File: src/rtl/scc_access_sched_if.sv
`default_nettype none
// ============================================================================
// Module : scc_access_sched_if
// Brief  : Request/response and SCC bus bundle for the SCC access scheduler.
// Rev    : 1.0  initial release
// ============================================================================
interface scc_access_sched_if;
  logic       req0_valid, req0_ready, req0_we, req0_ch, req0_dport;
  logic [3:0] req0_reg;
  logic [7:0] req0_wdata;
  logic       req1_valid, req1_ready, req1_we, req1_ch, req1_dport;
  logic [3:0] req1_reg;
  logic [7:0] req1_wdata;
  logic       resp0_done, resp1_done;
  logic [7:0] resp0_rdata, resp1_rdata;
  logic       scc_cs, scc_we;
  logic [1:0] scc_rs;
  logic [7:0] scc_wdata, scc_rdata;
  logic       busy;

  modport master (
    output req0_valid, req0_we, req0_ch, req0_dport, req0_reg, req0_wdata,
    output req1_valid, req1_we, req1_ch, req1_dport, req1_reg, req1_wdata,
    output scc_rdata,
    input  req0_ready, req1_ready, resp0_done, resp1_done, resp0_rdata, resp1_rdata,
    input  scc_cs, scc_we, scc_rs, scc_wdata, busy
  );

  modport slave (
    input  req0_valid, req0_we, req0_ch, req0_dport, req0_reg, req0_wdata,
    input  req1_valid, req1_we, req1_ch, req1_dport, req1_reg, req1_wdata,
    input  scc_rdata,
    output req0_ready, req1_ready, resp0_done, resp1_done, resp0_rdata, resp1_rdata,
    output scc_cs, scc_we, scc_rs, scc_wdata, busy
  );
endinterface
`default_nettype wire

File: src/rtl/scc_access_sched.sv
`default_nettype none
// ============================================================================
// Module : scc_access_sched
// Brief  : Two-requester round-robin scheduler expanding logical SCC register
//          accesses into ph0-aligned Z8530 pointer/access strobe pairs.
// Rev    : 1.0  initial release
// ============================================================================
module scc_access_sched #(
  parameter int RECOVERY = 2
) (
  input logic               clk_14m,
  input logic               reset,
  input logic               ph0_en,
  scc_access_sched_if.slave bus
);

  typedef enum logic [1:0] {
    IDLE = 2'd0,
    PTR  = 2'd1,
    ACC  = 2'd2,
    CAPT = 2'd3
  } state_t;

  localparam logic [3:0] REC_LOAD = 4'(RECOVERY);

  state_t     state, state_nxt;
  logic       last_grant, cur;
  logic       l_we, l_ch, l_dport;
  logic [3:0] l_reg;
  logic [7:0] l_wdata;
  logic [3:0] rec_cnt;
  logic [7:0] rdata0_q, rdata1_q;

  logic       grant_any, grant_sel, sel_dport, accept, qualify, strobe;
  logic [3:0] sel_reg;
  logic       s_we;
  logic [1:0] s_rs;
  logic [7:0] s_wdata, cap;
  logic       done0, done1;

  always_comb begin
    grant_any = bus.req0_valid | bus.req1_valid;
    // Ties go to whichever requester was not granted last.
    grant_sel = (bus.req0_valid & bus.req1_valid) ? ~last_grant : bus.req1_valid;
    sel_dport = grant_sel ? bus.req1_dport : bus.req0_dport;
    sel_reg   = grant_sel ? bus.req1_reg   : bus.req0_reg;
    qualify   = ph0_en & (rec_cnt == 4'd0) & ~reset;
    cap       = l_we ? 8'h00 : bus.scc_rdata;
  end

  always_comb begin
    state_nxt = state;
    accept    = 1'b0;
    strobe    = 1'b0;
    s_we      = 1'b0;
    s_rs      = 2'b00;
    s_wdata   = 8'h00;
    case (state)
      IDLE: begin
        if (grant_any && !reset) begin
          accept    = 1'b1;
          state_nxt = (!sel_dport && sel_reg != 4'd0) ? PTR : ACC;
        end
      end
      PTR: begin
        if (qualify) begin
          strobe    = 1'b1;
          s_we      = 1'b1;
          s_rs      = {1'b0, l_ch};
          s_wdata   = l_reg[3] ? {5'b00001, l_reg[2:0]} : {5'b00000, l_reg[2:0]};
          state_nxt = ACC;
        end
      end
      ACC: begin
        if (qualify) begin
          strobe    = 1'b1;
          s_we      = l_we;
          s_rs      = {l_dport, l_ch};
          s_wdata   = l_we ? l_wdata : 8'h00;
          state_nxt = CAPT;
        end
      end
      CAPT:    state_nxt = IDLE;
      default: state_nxt = IDLE;
    endcase
  end

  assign done0 = (state == CAPT) & ~reset & ~cur;
  assign done1 = (state == CAPT) & ~reset & cur;

  assign bus.req0_ready  = accept & ~grant_sel;
  assign bus.req1_ready  = accept & grant_sel;
  assign bus.resp0_done  = done0;
  assign bus.resp1_done  = done1;
  // Read data is presented combinationally with done and held afterwards.
  assign bus.resp0_rdata = done0 ? cap : rdata0_q;
  assign bus.resp1_rdata = done1 ? cap : rdata1_q;
  assign bus.scc_cs      = strobe;
  assign bus.scc_we      = s_we;
  assign bus.scc_rs      = s_rs;
  assign bus.scc_wdata   = s_wdata;
  assign bus.busy        = (state != IDLE);

  always_ff @(posedge clk_14m) begin
    if (reset) begin
      state      <= IDLE;
      last_grant <= 1'b1;
      cur        <= 1'b0;
      l_we       <= 1'b0;
      l_ch       <= 1'b0;
      l_dport    <= 1'b0;
      l_reg      <= 4'd0;
      l_wdata    <= 8'h00;
      rec_cnt    <= 4'd0;
      rdata0_q   <= 8'h00;
      rdata1_q   <= 8'h00;
    end else begin
      state <= state_nxt;
      if (accept) begin
        last_grant <= grant_sel;
        cur        <= grant_sel;
        l_we       <= grant_sel ? bus.req1_we    : bus.req0_we;
        l_ch       <= grant_sel ? bus.req1_ch    : bus.req0_ch;
        l_dport    <= sel_dport;
        l_reg      <= sel_reg;
        l_wdata    <= grant_sel ? bus.req1_wdata : bus.req0_wdata;
      end
      if (strobe) begin
        rec_cnt <= REC_LOAD;
      end else if (ph0_en && rec_cnt != 4'd0) begin
        rec_cnt <= rec_cnt - 4'd1;
      end
      if (done0) rdata0_q <= cap;
      if (done1) rdata1_q <= cap;
    end
  end

endmodule
`default_nettype wire

File: src/flat_wrapper.sv
// flat-port wrapper written by rule: the top's interface ports become plain ports
module scc_access_sched_flat 
#(
  parameter int RECOVERY = 2
)
  (clk_14m, reset, ph0_en, bus_req0_valid, bus_req0_we, bus_req0_ch, bus_req0_dport, bus_req0_reg, bus_req0_wdata, bus_req1_valid, bus_req1_we, bus_req1_ch, bus_req1_dport, bus_req1_reg, bus_req1_wdata, bus_scc_rdata, bus_req0_ready, bus_req1_ready, bus_resp0_done, bus_resp1_done, bus_resp0_rdata, bus_resp1_rdata, bus_scc_cs, bus_scc_we, bus_scc_rs, bus_scc_wdata, bus_busy);
  scc_access_sched_if bus_i ();
  input logic clk_14m;
  input logic reset;
  input logic ph0_en;
  input wire logic [$bits(bus_i.req0_valid)-1:0] bus_req0_valid;
  input wire logic [$bits(bus_i.req0_we)-1:0] bus_req0_we;
  input wire logic [$bits(bus_i.req0_ch)-1:0] bus_req0_ch;
  input wire logic [$bits(bus_i.req0_dport)-1:0] bus_req0_dport;
  input wire logic [$bits(bus_i.req0_reg)-1:0] bus_req0_reg;
  input wire logic [$bits(bus_i.req0_wdata)-1:0] bus_req0_wdata;
  input wire logic [$bits(bus_i.req1_valid)-1:0] bus_req1_valid;
  input wire logic [$bits(bus_i.req1_we)-1:0] bus_req1_we;
  input wire logic [$bits(bus_i.req1_ch)-1:0] bus_req1_ch;
  input wire logic [$bits(bus_i.req1_dport)-1:0] bus_req1_dport;
  input wire logic [$bits(bus_i.req1_reg)-1:0] bus_req1_reg;
  input wire logic [$bits(bus_i.req1_wdata)-1:0] bus_req1_wdata;
  input wire logic [$bits(bus_i.scc_rdata)-1:0] bus_scc_rdata;
  output wire logic [$bits(bus_i.req0_ready)-1:0] bus_req0_ready;
  output wire logic [$bits(bus_i.req1_ready)-1:0] bus_req1_ready;
  output wire logic [$bits(bus_i.resp0_done)-1:0] bus_resp0_done;
  output wire logic [$bits(bus_i.resp1_done)-1:0] bus_resp1_done;
  output wire logic [$bits(bus_i.resp0_rdata)-1:0] bus_resp0_rdata;
  output wire logic [$bits(bus_i.resp1_rdata)-1:0] bus_resp1_rdata;
  output wire logic [$bits(bus_i.scc_cs)-1:0] bus_scc_cs;
  output wire logic [$bits(bus_i.scc_we)-1:0] bus_scc_we;
  output wire logic [$bits(bus_i.scc_rs)-1:0] bus_scc_rs;
  output wire logic [$bits(bus_i.scc_wdata)-1:0] bus_scc_wdata;
  output wire logic [$bits(bus_i.busy)-1:0] bus_busy;
  assign bus_i.req0_valid = bus_req0_valid;
  assign bus_i.req0_we = bus_req0_we;
  assign bus_i.req0_ch = bus_req0_ch;
  assign bus_i.req0_dport = bus_req0_dport;
  assign bus_i.req0_reg = bus_req0_reg;
  assign bus_i.req0_wdata = bus_req0_wdata;
  assign bus_i.req1_valid = bus_req1_valid;
  assign bus_i.req1_we = bus_req1_we;
  assign bus_i.req1_ch = bus_req1_ch;
  assign bus_i.req1_dport = bus_req1_dport;
  assign bus_i.req1_reg = bus_req1_reg;
  assign bus_i.req1_wdata = bus_req1_wdata;
  assign bus_i.scc_rdata = bus_scc_rdata;
  assign bus_req0_ready = bus_i.req0_ready;
  assign bus_req1_ready = bus_i.req1_ready;
  assign bus_resp0_done = bus_i.resp0_done;
  assign bus_resp1_done = bus_i.resp1_done;
  assign bus_resp0_rdata = bus_i.resp0_rdata;
  assign bus_resp1_rdata = bus_i.resp1_rdata;
  assign bus_scc_cs = bus_i.scc_cs;
  assign bus_scc_we = bus_i.scc_we;
  assign bus_scc_rs = bus_i.scc_rs;
  assign bus_scc_wdata = bus_i.scc_wdata;
  assign bus_busy = bus_i.busy;
  scc_access_sched #(.RECOVERY(RECOVERY)) u_core (.clk_14m(clk_14m), .reset(reset), .ph0_en(ph0_en), .bus(bus_i));
endmodule
File: config.mk
export PLATFORM = sky130hd
export DESIGN_NAME = scc_access_sched_flat
export DESIGN_NICKNAME = d
export VERILOG_FILES = /design/src/rtl/scc_access_sched_if.sv /design/src/rtl/scc_access_sched.sv /design/src/flat_wrapper.sv
export SDC_FILE = /design/constraint.sdc
export NUM_CORES = 1
export LEC_CHECK = 0
export CAP_MARGIN = 10
export CORE_MARGIN = 2
export CORE_UTILIZATION = 30
export DETAILED_ROUTE_END_ITERATION = 10
export HOLD_SLACK_MARGIN = 0.03
export PLACE_DENSITY = 0.61
export SLEW_MARGIN = 0
export SYNTH_ARGS = -nofsm -noshare
export SYNTH_HDL_FRONTEND = slang
export SYNTH_SLANG_ARGS = --single-unit
File: constraint.sdc
create_clock -name clk_14m -period 2.9 [get_ports clk_14m]
set_input_delay 0.58 -clock clk_14m [delete_from_list [all_inputs] [get_ports clk_14m]]
set_output_delay 0.58 -clock clk_14m [all_outputs]
set_load 0.05 [all_outputs]
==> reports/qor.csv <==
stage;metric;value;unit
detailed_routing;via count;1868;
synthesis;sequential fraction of the synthesis area;39.10;%
status;status;complete, no violations;
synthesis;Yosys reg bits;39;
clock_tree;CTS root buf;clkbuf_8;
timing;Final setup viols;0;
synthesis;Syn Std Cell Area;0.001997;sq mm
synthesis;Syn. warnings;0;
global_routing;initial antenna violation count;0;
clock_tree;CTS tree;yes;
pwr;Max IR drop VDD;0.3868;mV
synthesis;Mapped Cells;231;
global_routing;vias in the first global route;1858;
timing;final hold violations;0;
timing;RSZ-0062 raised after global routing;false;
timing;Final Critical Period;2.832;ns
finish;Multi-input gate area;0.001101;sq mm
detailed_routing;DRT iter0 DRCs;30;
die;Ports;76;
clock_tree;worst-skew pair later-pin latency;0.29;ns
die;Die Area;0.007325;sq mm
finish;register area;780.7;sq um
clock_tree;maximum clock path buffer count;2;
synthesis;most common cell in the netlist;dfxtp_1;
synthesis;largest cells by area after synthesis;dfxtp_1 (39%), mux2i_1 (8.0%), and2_1 (5.6%), nand2_1 (4.5%), nor2_1 (4.3%);
clock_tree;cts repair resizes;0;
setup_path;Max FO, Critical Path;9;
die;initial core utilization;31.27;%
synthesis;syn_nets;279;
placed_design;final RePlAce weighted congestion;0.8259;
clock_tree;TritonCTS Sinks;39;
finish;Total Nets Final;361;
finish;Antenna diodes;0;
placed_design;dpl ws;0.01438;ns
detailed_routing;routed len/inst;12.91;um
flow_run;number of max-cap violations;0;
setup_path;CP Capture Type;output port;
pwr;PD cells;589.8;mW/mm^2
timing;Peak Freq;353.1;MHz
finish;fill count;599;
placed_design;Port Buf Inserts;75;
die;standard-cell rows;29;
detailed_routing;vias per cell;4.777;
timing;final worst path period share;97.67;%
setup_path;Worst Path Required;2.32;ns
detailed_routing;DR pass1 iterations;4;
die;core area;0.006386;sq mm
placed_design;DP HPWL;3.976;mm
timing;max_slew headroom;61.58;%
synthesis;Yosys cell types;39;
timing;worst slew pin tran;0.5757;ns
finish;synth-to-layout area growth;66.04;%
finish;Regs by FF count;u_core.l_wdata: 8 flops, u_core.rdata0_q: 8 flops, u_core.rdata1_q: 8 flops;
clock_tree;Clock transition at path regs;0.08;ns
timing;Final Max Slew Viols;0;
synthesis;Post-synth EDFFs;0;
die;Die Wd;85.59;um
die;Vert. Die Dim;85.59;um
setup_path;CP Class;in2out;
min_path;hold crit path type;reg2reg;
min_path;worst hold path cell count;2;
timing;total negative setup slack;0;ns
synthesis;commonest cells in the netlist;dfxtp_1 (39), nand2_1 (24), nor2_1 (23);
synthesis;Synth Flop Type;dfxtp_1;
global_routing;first-pass GRT wire length;8.514;mm
detailed_routing;final wirelength;5.046;mm
timing;final setup margin;0.06760;ns
timing;Post-Route Skew;0.006213;ns
synthesis;Synth top area share;39.10;%
clock_tree;H-tree Lvls;2;
clock_tree;hold_buf cts;0;
global_routing;grt ovf;0;
detailed_routing;drt drc;0;
global_routing;largest net degree at the start of global routing;23;
pwr;Leak;0.001342;uW
synthesis;biggest area consumer among synthesized cells;dfxtp_1;
global_routing;Total GRT Usage;14.48;%
detailed_routing;Detail Route Antenna Nets;0;
setup_path;Critical Path Start Type;input pin;
setup_path;reg2reg path depth;5;
synthesis;FFs w/ async S/R, synth;0;%
finish;share of post-route cells with drive strength above 1;21.66;%
synthesis;syn_area_per_cell;8.645;sq um
setup_path;data arrival time of the critical path;2.25;ns
clock_tree;CTS buffer count;5;
-- worst paths after layout --
| check | from | end | slack [ns] |
|---|---|---|---|
| max | reset | bus_scc_wdata[2] | 0.07 |
| min | u_core.cur$_SDFFE_PP0N_ | u_core.cur$_SDFFE_PP0N_ | 0.49 |
| max reg2reg | u_core.state[0]$_SDFFE_PP0P_ | u_core.rdata0_q[5]$_SDFF_PP0_ | 1.29 |
| min reg2reg | u_core.cur$_SDFFE_PP0N_ | u_core.cur$_SDFFE_PP0N_ | 0.49 |
-- cells in the final DEF (no fill, tap or decap), types with 2 or more instances in the layout --
| cell | netlist | routed |
|---|---|---|
| clkdlybuf4s50_1 | 0 | 43 |
| dfxtp_1 | 39 | 39 |
| buf_12 | 0 | 34 |
| nand2_1 | 24 | 24 |
| nor2_1 | 23 | 23 |
| and2_1 | 18 | 18 |
| mux2i_1 | 16 | 16 |
| inv_1 | 12 | 12 |
| a211oi_1 | 11 | 11 |
| buf_4 | 1 | 11 |
| nand2b_1 | 10 | 10 |
| o21ai_0 | 9 | 9 |
| o21ai_1 | 7 | 7 |
| a21oi_1 | 6 | 6 |
| clkbuf_8 | 0 | 6 |
| a31o_2 | 5 | 5 |
| ha_1 | 5 | 5 |
| and3_1 | 4 | 4 |
| a22oi_1 | 4 | 4 |
| nor3_4 | 3 | 3 |
| nor4_1 | 2 | 2 |
| xnor2_1 | 2 | 2 |
| nor3_1 | 2 | 2 |
-- power breakdown --
part / switching (uW) / internal [uW]
clock: 197 / 194
sequential: 75.1 / 636
combinational: 468 / 386
total: 740 / 1220
-- area by class of cell --
cell class | instances | area share (%)
Clock inverter | 2 | 0.4906
Inverter | 12 | 1.358
Tap cell | 77 | 2.906
Clock buffer | 6 | 2.491
Sequential cell | 39 | 23.55
Multi-Input combinational cell | 167 | 33.21
Timing Repair Buffer | 88 | 36.00
-- per-stage QoR --
step | total power (uW) | std cells | area, sq um | utilization, % | hold WS, ns
floorplan | 1276 | 231 | 1997 | - | 0.4377
global placement | 1563 | 382 | 3197 | 50.06 | 0.4693
detailed placement | 1581 | 382 | 3197 | 50.06 | 0.4791
CTS | 1982 | 390 | 3296 | 51.61 | 0.4912
global route | 2089 | 391 | 3316 | 51.92 | 0.5086
finish | 1956 | 391 | 3316 | 51.92 | 0.4860
-- metal layers --
layer  wire length, um  GRT usage, %  vias to the layer above
li1                  -             -                      959
met1              2120         15.85                      825
met2              2386         25.36                       72
met3               442         5.775                       12
met4                97         5.051                        0
met5                 0             0                        -
-- kinds of logic after synthesis --
family,Yosys count,share of synthesized area [%]
muxes,16,8.020
DFF,39,39.10
and+or+nand+nor,92,24.81
adders and majority gates,5,3.133
AOI/OAI and AO/OA,52,18.11
xor gates and xnor gates,2,0.8774
buffers and inverters,25,5.952
-- critical path: stages --
cell and delay, ns:
clkdlybuf4s50_1 0.47, or3_4 0.40, nor3_4 0.21, buf_12 0.14, a22oi_1 0.08, nor2_1 0.20
buf_12 0.17
-- what timing repair did --
action                     in CTS  in global routing
buffers inserted                0                  1
pin swaps                       1                  1
setup endpoints to repair       2                  4
cloned                          0                  0
(Power assumes the default switching activity.)
